[src/rtl/contador_pkg.sv]
// contador_pkg
//   Shared definitions for the contador_mod_updown counter family.
//   - mode_e   : overflow behaviour at the range boundaries (wrap / saturate)
//   - DIR_UP / DIR_DOWN : encoding of the up_dn direction input
package contador_pkg;

   typedef enum logic {
      MODE_WRAP = 1'b0,
      MODE_SAT  = 1'b1
   } mode_e;

   localparam logic DIR_UP   = 1'b1;
   localparam logic DIR_DOWN = 1'b0;

endpackage

[src/rtl/contador_prescaler.sv]
// contador_prescaler
//   Clock-enable divider for contador_mod_updown. A phase counter runs
//   0..PRESCALE-1, advancing only on enabled cycles; tick is high while the
//   phase sits at PRESCALE-1, so every PRESCALE-th enabled cycle steps the
//   counter. PRESCALE=1 keeps tick permanently high.
//
//   Ports:
//     clk    in  1  clock, rising edge
//     reset  in  1  synchronous, active-high reset (phase -> 0)
//     clr    in  1  synchronous phase clear (driven by the counter load strobe)
//     en     in  1  advance enable
//     tick   out 1  step qualifier, decoded from the registered phase
module contador_prescaler #(
   parameter int PRESCALE = 1
) (
   input  logic clk,
   input  logic reset,
   input  logic clr,
   input  logic en,
   output logic tick
);

   localparam int            PW   = (PRESCALE > 1) ? $clog2(PRESCALE) : 1;
   localparam logic [PW-1:0] LAST = PW'(PRESCALE - 1);

   logic [PW-1:0] r_phase;

   // Decoded from a register only, so no input-to-output path exists.
   assign tick = (r_phase == LAST);

   always_ff @(posedge clk) begin
      if (reset || clr) begin
         r_phase <= '0;
      end else if (en) begin
         r_phase <= tick ? '0 : r_phase + PW'(1);
      end
   end

endmodule

[src/rtl/contador_mod_updown.sv]
// contador_mod_updown
//   Modulo up/down counter over the range 0..MAX with synchronous load,
//   wrap or saturate behaviour at the boundaries, a one-cycle terminal-count
//   pulse and a sticky overflow flag.
//   Edge priority: reset > load > step > hold.
//
//   Optional feature: define CONTADOR_PRESCALER_EN to insert a clock-enable
//   prescaler (PRESCALE enabled cycles per step). Without it every enabled
//   cycle is a step and PRESCALE has no effect.
//
//   Ports:
//     clk       in  1  clock, rising edge
//     reset     in  1  synchronous, active-high reset
//     en        in  1  count enable
//     up_dn     in  1  direction (DIR_UP / DIR_DOWN)
//     mode      in  1  MODE_WRAP / MODE_SAT
//     load      in  1  synchronous load strobe (ignores en)
//     load_val  in  N  value to load, clamped to MAX
//     count     out N  registered count
//     tc        out 1  registered boundary-step pulse
//     ovf       out 1  registered sticky boundary flag, cleared by reset/load
module contador_mod_updown
   import contador_pkg::*;
#(
   parameter int N        = 8,
   parameter int MAX      = (2**N) - 1,
   parameter int PRESCALE = 1
) (
   input  logic         clk,
   input  logic         reset,
   input  logic         en,
   input  logic         up_dn,
   input  logic         mode,
   input  logic         load,
   input  logic [N-1:0] load_val,
   output logic [N-1:0] count,
   output logic         tc,
   output logic         ovf
);

   localparam logic [N-1:0] MAX_V = N'(MAX);

   logic [N-1:0] r_count;
   logic         r_tc;
   logic         r_ovf;

   logic         w_tick;
   logic         w_step;
   logic         w_up;
   logic         w_at_bound;
   mode_e        w_mode;
   logic [N-1:0] w_load_clamped;
   logic [N-1:0] w_next;

`ifdef CONTADOR_PRESCALER_EN
   contador_prescaler #(
      .PRESCALE (PRESCALE)
   ) u_prescaler (
      .clk   (clk),
      .reset (reset),
      .clr   (load),
      .en    (en),
      .tick  (w_tick)
   );
`else
   logic w_unused_prescale;
   assign w_unused_prescale = ^PRESCALE;
   assign w_tick            = 1'b1;
`endif

   assign w_mode         = mode_e'(mode);
   assign w_up           = (up_dn == DIR_UP);
   assign w_step         = en & w_tick;
   assign w_at_bound     = w_up ? (r_count == MAX_V) : (r_count == '0);
   // Clamping here keeps any value above MAX from ever being registered.
   assign w_load_clamped = (load_val > MAX_V) ? MAX_V : load_val;

   always_comb begin
      w_next = r_count;
      if (w_at_bound) begin
         if (w_mode == MODE_WRAP) begin
            w_next = w_up ? '0 : MAX_V;
         end
      end else if (up_dn == DIR_DOWN) begin
         w_next = r_count - N'(1);
      end else begin
         w_next = r_count + N'(1);
      end
   end

   always_ff @(posedge clk) begin
      if (reset) begin
         r_count <= '0;
         r_tc    <= 1'b0;
         r_ovf   <= 1'b0;
      end else if (load) begin
         r_count <= w_load_clamped;
         r_tc    <= 1'b0;
         r_ovf   <= 1'b0;
      end else if (w_step) begin
         r_count <= w_next;
         // A boundary step pulses tc in both modes, even when saturation
         // leaves the count unchanged.
         r_tc    <= w_at_bound;
         r_ovf   <= r_ovf | w_at_bound;
      end else begin
         r_tc    <= 1'b0;
      end
   end

   assign count = r_count;
   assign tc    = r_tc;
   assign ovf   = r_ovf;

endmodule

[config.mk]
export PLATFORM = sky130hd
export DESIGN_NAME = contador_mod_updown
export DESIGN_NICKNAME = d
export VERILOG_FILES = /design/src/rtl/contador_pkg.sv /design/src/rtl/contador_prescaler.sv /design/src/rtl/contador_mod_updown.sv
export SDC_FILE = /design/constraint.sdc
export NUM_CORES = 1
export LEC_CHECK = 0
export ABC_AREA = 1
export CORE_MARGIN = 10
export CORE_UTILIZATION = 35
export CTS_BUF_LIST = sky130_fd_sc_hd__clkbuf_2
export DETAILED_ROUTE_END_ITERATION = 7
export GPL_ROUTABILITY_DRIVEN = 0
export PLACE_DENSITY = 0.71
export SYNTH_ARGS = -nofsm -noshare
export SYNTH_HDL_FRONTEND = slang
export SYNTH_SLANG_ARGS = --single-unit
[constraint.sdc]
create_clock -name clk -period 1.6 [get_ports clk]
set_input_delay 0.32 -clock clk [delete_from_list [all_inputs] [get_ports clk]]
set_output_delay 0.32 -clock clk [all_outputs]
set_load 0.02 [all_outputs]
==> flow_results.xml <==
<?xml version="1.0" encoding="UTF-8"?>
<metrics>
  <group name="sta">
    <metric name="grt_setup_unrepaired" unit="">false</metric>
    <metric name="finalCriticalPeriod" unit="ns">1.52</metric>
    <metric name="timing.clock.skew" unit="ns">0.0302</metric>
    <metric name="hold_violations" unit="">0</metric>
    <metric name="fin_setup_tns" unit="ns">0</metric>
    <metric name="tightest_slew" unit="ns">0.254</metric>
    <metric name="timing_max_transition_violations_final" unit="">0</metric>
    <metric name="max_slew_headroom" unit="%">82.9</metric>
    <metric name="max_freq" unit="MHz">660</metric>
    <metric name="post-route-period-util" unit="%">94.7</metric>
    <metric name="final_number_of_setup_violating_endpoints" unit="">0</metric>
  </group>
  <group name="worst_setup_path">
    <metric name="crit_path_end_kind" unit="">primary output</metric>
    <metric name="worst_path_max_delay_cell" unit="">sky130_fd_sc_hd__clkdlybuf4s50_1</metric>
    <metric name="worstSetupPathDepth" unit="">1</metric>
    <metric name="worstSetupStartpoint" unit="">tc</metric>
    <metric name="critical_path_peak_fanout" unit="">1</metric>
    <metric name="regToRegStartpoint" unit="">count[0]</metric>
    <metric name="critical_path_required" unit="ns">1.28</metric>
    <metric name="path_delay_family" unit="">buffers and inverters</metric>
    <metric name="timing.critical_path.slowest_cell_delay" unit="ns">0.60</metric>
    <metric name="worst_ep_arrival_time" unit="ns">1.20</metric>
    <metric name="chain_of_cells_forming_the_critical_path" unit="">clkdlybuf4s50_1</metric>
    <metric name="r2r_slack" unit="ns">0.13</metric>
    <metric name="worst_r2r_endpoint" unit="">count[4]</metric>
    <metric name="path_buf_inv" unit="">1</metric>
    <metric name="worstSetupStartpointType" unit="">flip-flop</metric>
    <metric name="crit_end" unit="">tc</metric>
    <metric name="timing.setup.critical_path_class" unit="">flip-flop to primary output</metric>
    <metric name="rr_worst_depth" unit="">7</metric>
  </group>
  <group name="drt">
    <metric name="wirelength" unit="µm">2530</metric>
    <metric name="drt-initial-drc-count" unit="">45</metric>
    <metric name="top_signal_layer_used" unit="">met4</metric>
    <metric name="drtPass1Iterations" unit="">4</metric>
    <metric name="detailroute.via_count" unit="">1009</metric>
    <metric name="route.detailed.drc" unit="">0</metric>
    <metric name="route.met3.wl" unit="µm">147</metric>
    <metric name="vias_per_cell" unit="">4.59</metric>
    <metric name="route.layer.met1.wl" unit="µm">1150</metric>
    <metric name="route.met2.wl" unit="µm">1220</metric>
    <metric name="detail-route-antenna-nets" unit="">0</metric>
    <metric name="routedWlPerCell" unit="µm">11.5</metric>
  </group>
  <group name="clock_network">
    <metric name="ctsHtreeMaxLevel" unit="">1</metric>
    <metric name="ctsRootBufferMaster" unit="">sky130_fd_sc_hd__clkbuf_2</metric>
    <metric name="ctsLongestPathBuffers" unit="">2</metric>
    <metric name="post_cts_hold_buffer_count" unit="">0</metric>
    <metric name="path_clk_slew" unit="ns">0.13</metric>
    <metric name="clk_latency" unit="ns">0.26</metric>
    <metric name="tritoncts.num_buffers" unit="">3</metric>
    <metric name="cts_tree" unit="">done</metric>
    <metric name="cts.sink_count" unit="">10</metric>
  </group>
  <group name="min_path">
    <metric name="worst_hold_path_class" unit="">flip-flop to flip-flop</metric>
  </group>
  <group name="floorplan">
    <metric name="die_x" unit="µm">71.7</metric>
    <metric name="die_footprint" unit="µm²">5140</metric>
    <metric name="io_pins" unit="">24</metric>
    <metric name="die_y" unit="µm">71.7</metric>
    <metric name="rows" unit="">18</metric>
    <metric name="core_area" unit="µm²">2520</metric>
    <metric name="initial_core_util" unit="%">37.1</metric>
  </group>
  <group name="place">
    <metric name="numPortBuffers" unit="">23</metric>
    <metric name="dp_hpwl" unit="µm">2080</metric>
  </group>
  <group name="power_and_ir_drop">
    <metric name="vdd_ir_drop_max" unit="mV">0.387</metric>
    <metric name="leakage_power_total" unit="nW">0.693</metric>
    <metric name="power" unit="mW">0.848</metric>
    <metric name="power_density_relative_to_cell_area" unit="nW/µm²">621</metric>
  </group>
  <group name="grt">
    <metric name="global_route_wire_length_before_repair" unit="µm">4350</metric>
    <metric name="gr-total-overflow" unit="">0</metric>
    <metric name="grt_antenna_before_repair" unit="">0</metric>
    <metric name="grt_start_max_net_pins" unit="">9</metric>
    <metric name="total_routing_usage_reported_by_global_routing" unit="%">9.91</metric>
    <metric name="grt_pass1_vias" unit="">989</metric>
  </group>
  <group name="synthesis">
    <metric name="synth-warning-count" unit="">0</metric>
    <metric name="postSynthRegisterBits" unit="">10</metric>
    <metric name="netlist_top_cells_area" unit="">sky130_fd_sc_hd__dfxtp_1 (21%), sky130_fd_sc_hd__nor2_1 (16%), sky130_fd_sc_hd__nand2_1 (14%)</metric>
    <metric name="netlist-cell-type-count" unit="">21</metric>
    <metric name="post_synth.cell_area_avg" unit="µm²">6.11</metric>
    <metric name="post_synth_instance_area" unit="µm²">935</metric>
    <metric name="ys_seq_area_share" unit="%">21.4</metric>
    <metric name="synthCells" unit="">153</metric>
    <metric name="synth_largest_type_area_fraction" unit="%">21.4</metric>
    <metric name="synth.net_count" unit="">174</metric>
    <metric name="synth_largest_area_cell" unit="">sky130_fd_sc_hd__dfxtp_1</metric>
  </group>
  <group name="finish">
    <metric name="num_antenna_cells" unit="">0</metric>
    <metric name="area_growth" unit="%">46.2</metric>
    <metric name="design.final.nets" unit="">212</metric>
    <metric name="drive_gt1_share" unit="%">22.1</metric>
  </group>
  <group name="job">
    <metric name="maxCapViolCount" unit="">0</metric>
  </group>
  <group name="outcome">
    <metric name="outcome" unit="">finished, final reports clean</metric>
  </group>
</metrics>
==> cell type report <==
| class | instances | area, µm² |
|---|---|---|
| fillers | 250 | 1160 |
| multi-input cells | 122 | 721 |
| repair buffers | 34 | 300 |
| flip-flops and latches | 10 | 209 |
| inverters | 20 | 80.1 |
| well taps | 30 | 37.5 |
| clock buffers | 3 | 15.0 |
| clock inverters | 1 | 3.75 |
==> logic make-up after synthesis <==
group           count (synthesis)  synth area share [%]
buf+inv                        21                  8.43
compound gates                 17                  10.6
fa+ha+maj                       7                  10.2
flops                          10                  21.4
xor+xnor                        2                  1.87
simple gates                   96                  47.5
==> how the worst min path moves through the flow <==
stage / cells after the start / from / slack [ns] / endpoint
finish: 2 / ovf / 0.48 / ovf
floorplan: 2 / en / 0.46 / tc
CTS: 2 / ovf / 0.48 / ovf
global route: 2 / ovf / 0.51 / ovf
global placement: 2 / ovf / 0.43 / ovf
detailed placement: 2 / ovf / 0.46 / ovf
==> per-layer routing <==
layer	global-route usage, %	vias to the layer above
li1	-	552
met1	11.8	429
met2	16.6	26
met3	2.75	2
met4	3.23	0
met5	0	-
==> where the power goes <==
group	leakage (nW)	switching, mW	internal [mW]	total, mW
registers	0.0846	0.0395	0.273	0.313
clock network	0.0140	0.0924	0.0544	0.147
logic	0.594	0.204	0.185	0.389
total	0.693	0.336	0.512	0.848
==> synth_stat cells <==
master and number:
sky130_fd_sc_hd__nand2_2 1, sky130_fd_sc_hd__buf_1 1, sky130_fd_sc_hd__nor2_4 2, sky130_fd_sc_hd__nand3_4 1
sky130_fd_sc_hd__o21ai_1 1, sky130_fd_sc_hd__a21boi_0 1, sky130_fd_sc_hd__a21oi_1 12, sky130_fd_sc_hd__inv_2 1
sky130_fd_sc_hd__xnor2_1 2, sky130_fd_sc_hd__o21ai_0 2, sky130_fd_sc_hd__or2_2 2, sky130_fd_sc_hd__nand3_1 9
sky130_fd_sc_hd__nand3_2 1, sky130_fd_sc_hd__fa_1 1, sky130_fd_sc_hd__dfxtp_1 10, sky130_fd_sc_hd__ha_1 6
sky130_fd_sc_hd__inv_1 19, sky130_fd_sc_hd__nor2_1 41, sky130_fd_sc_hd__o21ai_4 1, sky130_fd_sc_hd__nand2_4 4
sky130_fd_sc_hd__nand2_1 35
==> state kept, by name, summed over array words and instances, names as in the netlist <==
name and count:
ovf 1, count 8, tc 1
==> worst min-delay path, cell delays in order (launching register included) <==
cell,delay (ns)
sky130_fd_sc_hd__dfxtp_1,0.34
sky130_fd_sc_hd__inv_1,0.05
sky130_fd_sc_hd__a21oi_1,0.06
==> layout by cell type (no fill, tap or decap) <==
cell / netlist / layout
sky130_fd_sc_hd__dfxtp_1: 10 / 3
sky130_fd_sc_hd__a21boi_1: 0 / 1
sky130_fd_sc_hd__buf_4: 0 / 11
sky130_fd_sc_hd__dlymetal6s2s_1: 0 / 1
sky130_fd_sc_hd__xnor2_1: 2 / 2
sky130_fd_sc_hd__fa_2: 0 / 1
sky130_fd_sc_hd__dfxtp_2: 0 / 7
sky130_fd_sc_hd__inv_1: 19 / 18
sky130_fd_sc_hd__o21ai_1: 1 / 1
sky130_fd_sc_hd__clkdlybuf4s50_1: 0 / 13
sky130_fd_sc_hd__nand3_1: 9 / 9
sky130_fd_sc_hd__o21ai_0: 2 / 2
sky130_fd_sc_hd__ha_4: 0 / 5
sky130_fd_sc_hd__nand2_1: 35 / 35
sky130_fd_sc_hd__nand2_4: 4 / 4
sky130_fd_sc_hd__nor2_1: 41 / 41
sky130_fd_sc_hd__a21oi_1: 12 / 12
sky130_fd_sc_hd__nand3_2: 1 / 1
sky130_fd_sc_hd__clkbuf_2: 0 / 4
sky130_fd_sc_hd__dlygate4sd2_1: 0 / 8
sky130_fd_sc_hd__or2_2: 2 / 2
sky130_fd_sc_hd__inv_2: 1 / 1
sky130_fd_sc_hd__clkinv_1: 0 / 1
sky130_fd_sc_hd__clkinv_4: 0 / 1
sky130_fd_sc_hd__nor2_4: 2 / 2
sky130_fd_sc_hd__nand3_4: 1 / 1
sky130_fd_sc_hd__nand2_2: 1 / 1
sky130_fd_sc_hd__o21ai_4: 1 / 1
sky130_fd_sc_hd__ha_1: 6 / 1
==> repair_timing <==
action	in CTS	in global routing
setup buffers	0	1
resized for setup	15	14
endpoints found under the setup margin	15	6
==> per-stage QoR <==
stage | hold slack, ns | area (µm²) | setup WS, ns | std cells | util [%]
after detailed placement | 0.462 | 1270 | -0.535 | 215 | 50.5
after global routing | 0.507 | 1370 | 0.0326 | 220 | 54.2
final | 0.479 | 1370 | 0.0846 | 220 | 54.2
after floorplan | 0.464 | 935 | 0.126 | 153 | -
after CTS | 0.481 | 1320 | 0.0273 | 219 | 52.5
after global placement | 0.433 | 1270 | -0.492 | 215 | 50.5
Note: power is estimated with default switching activity, not from simulation.
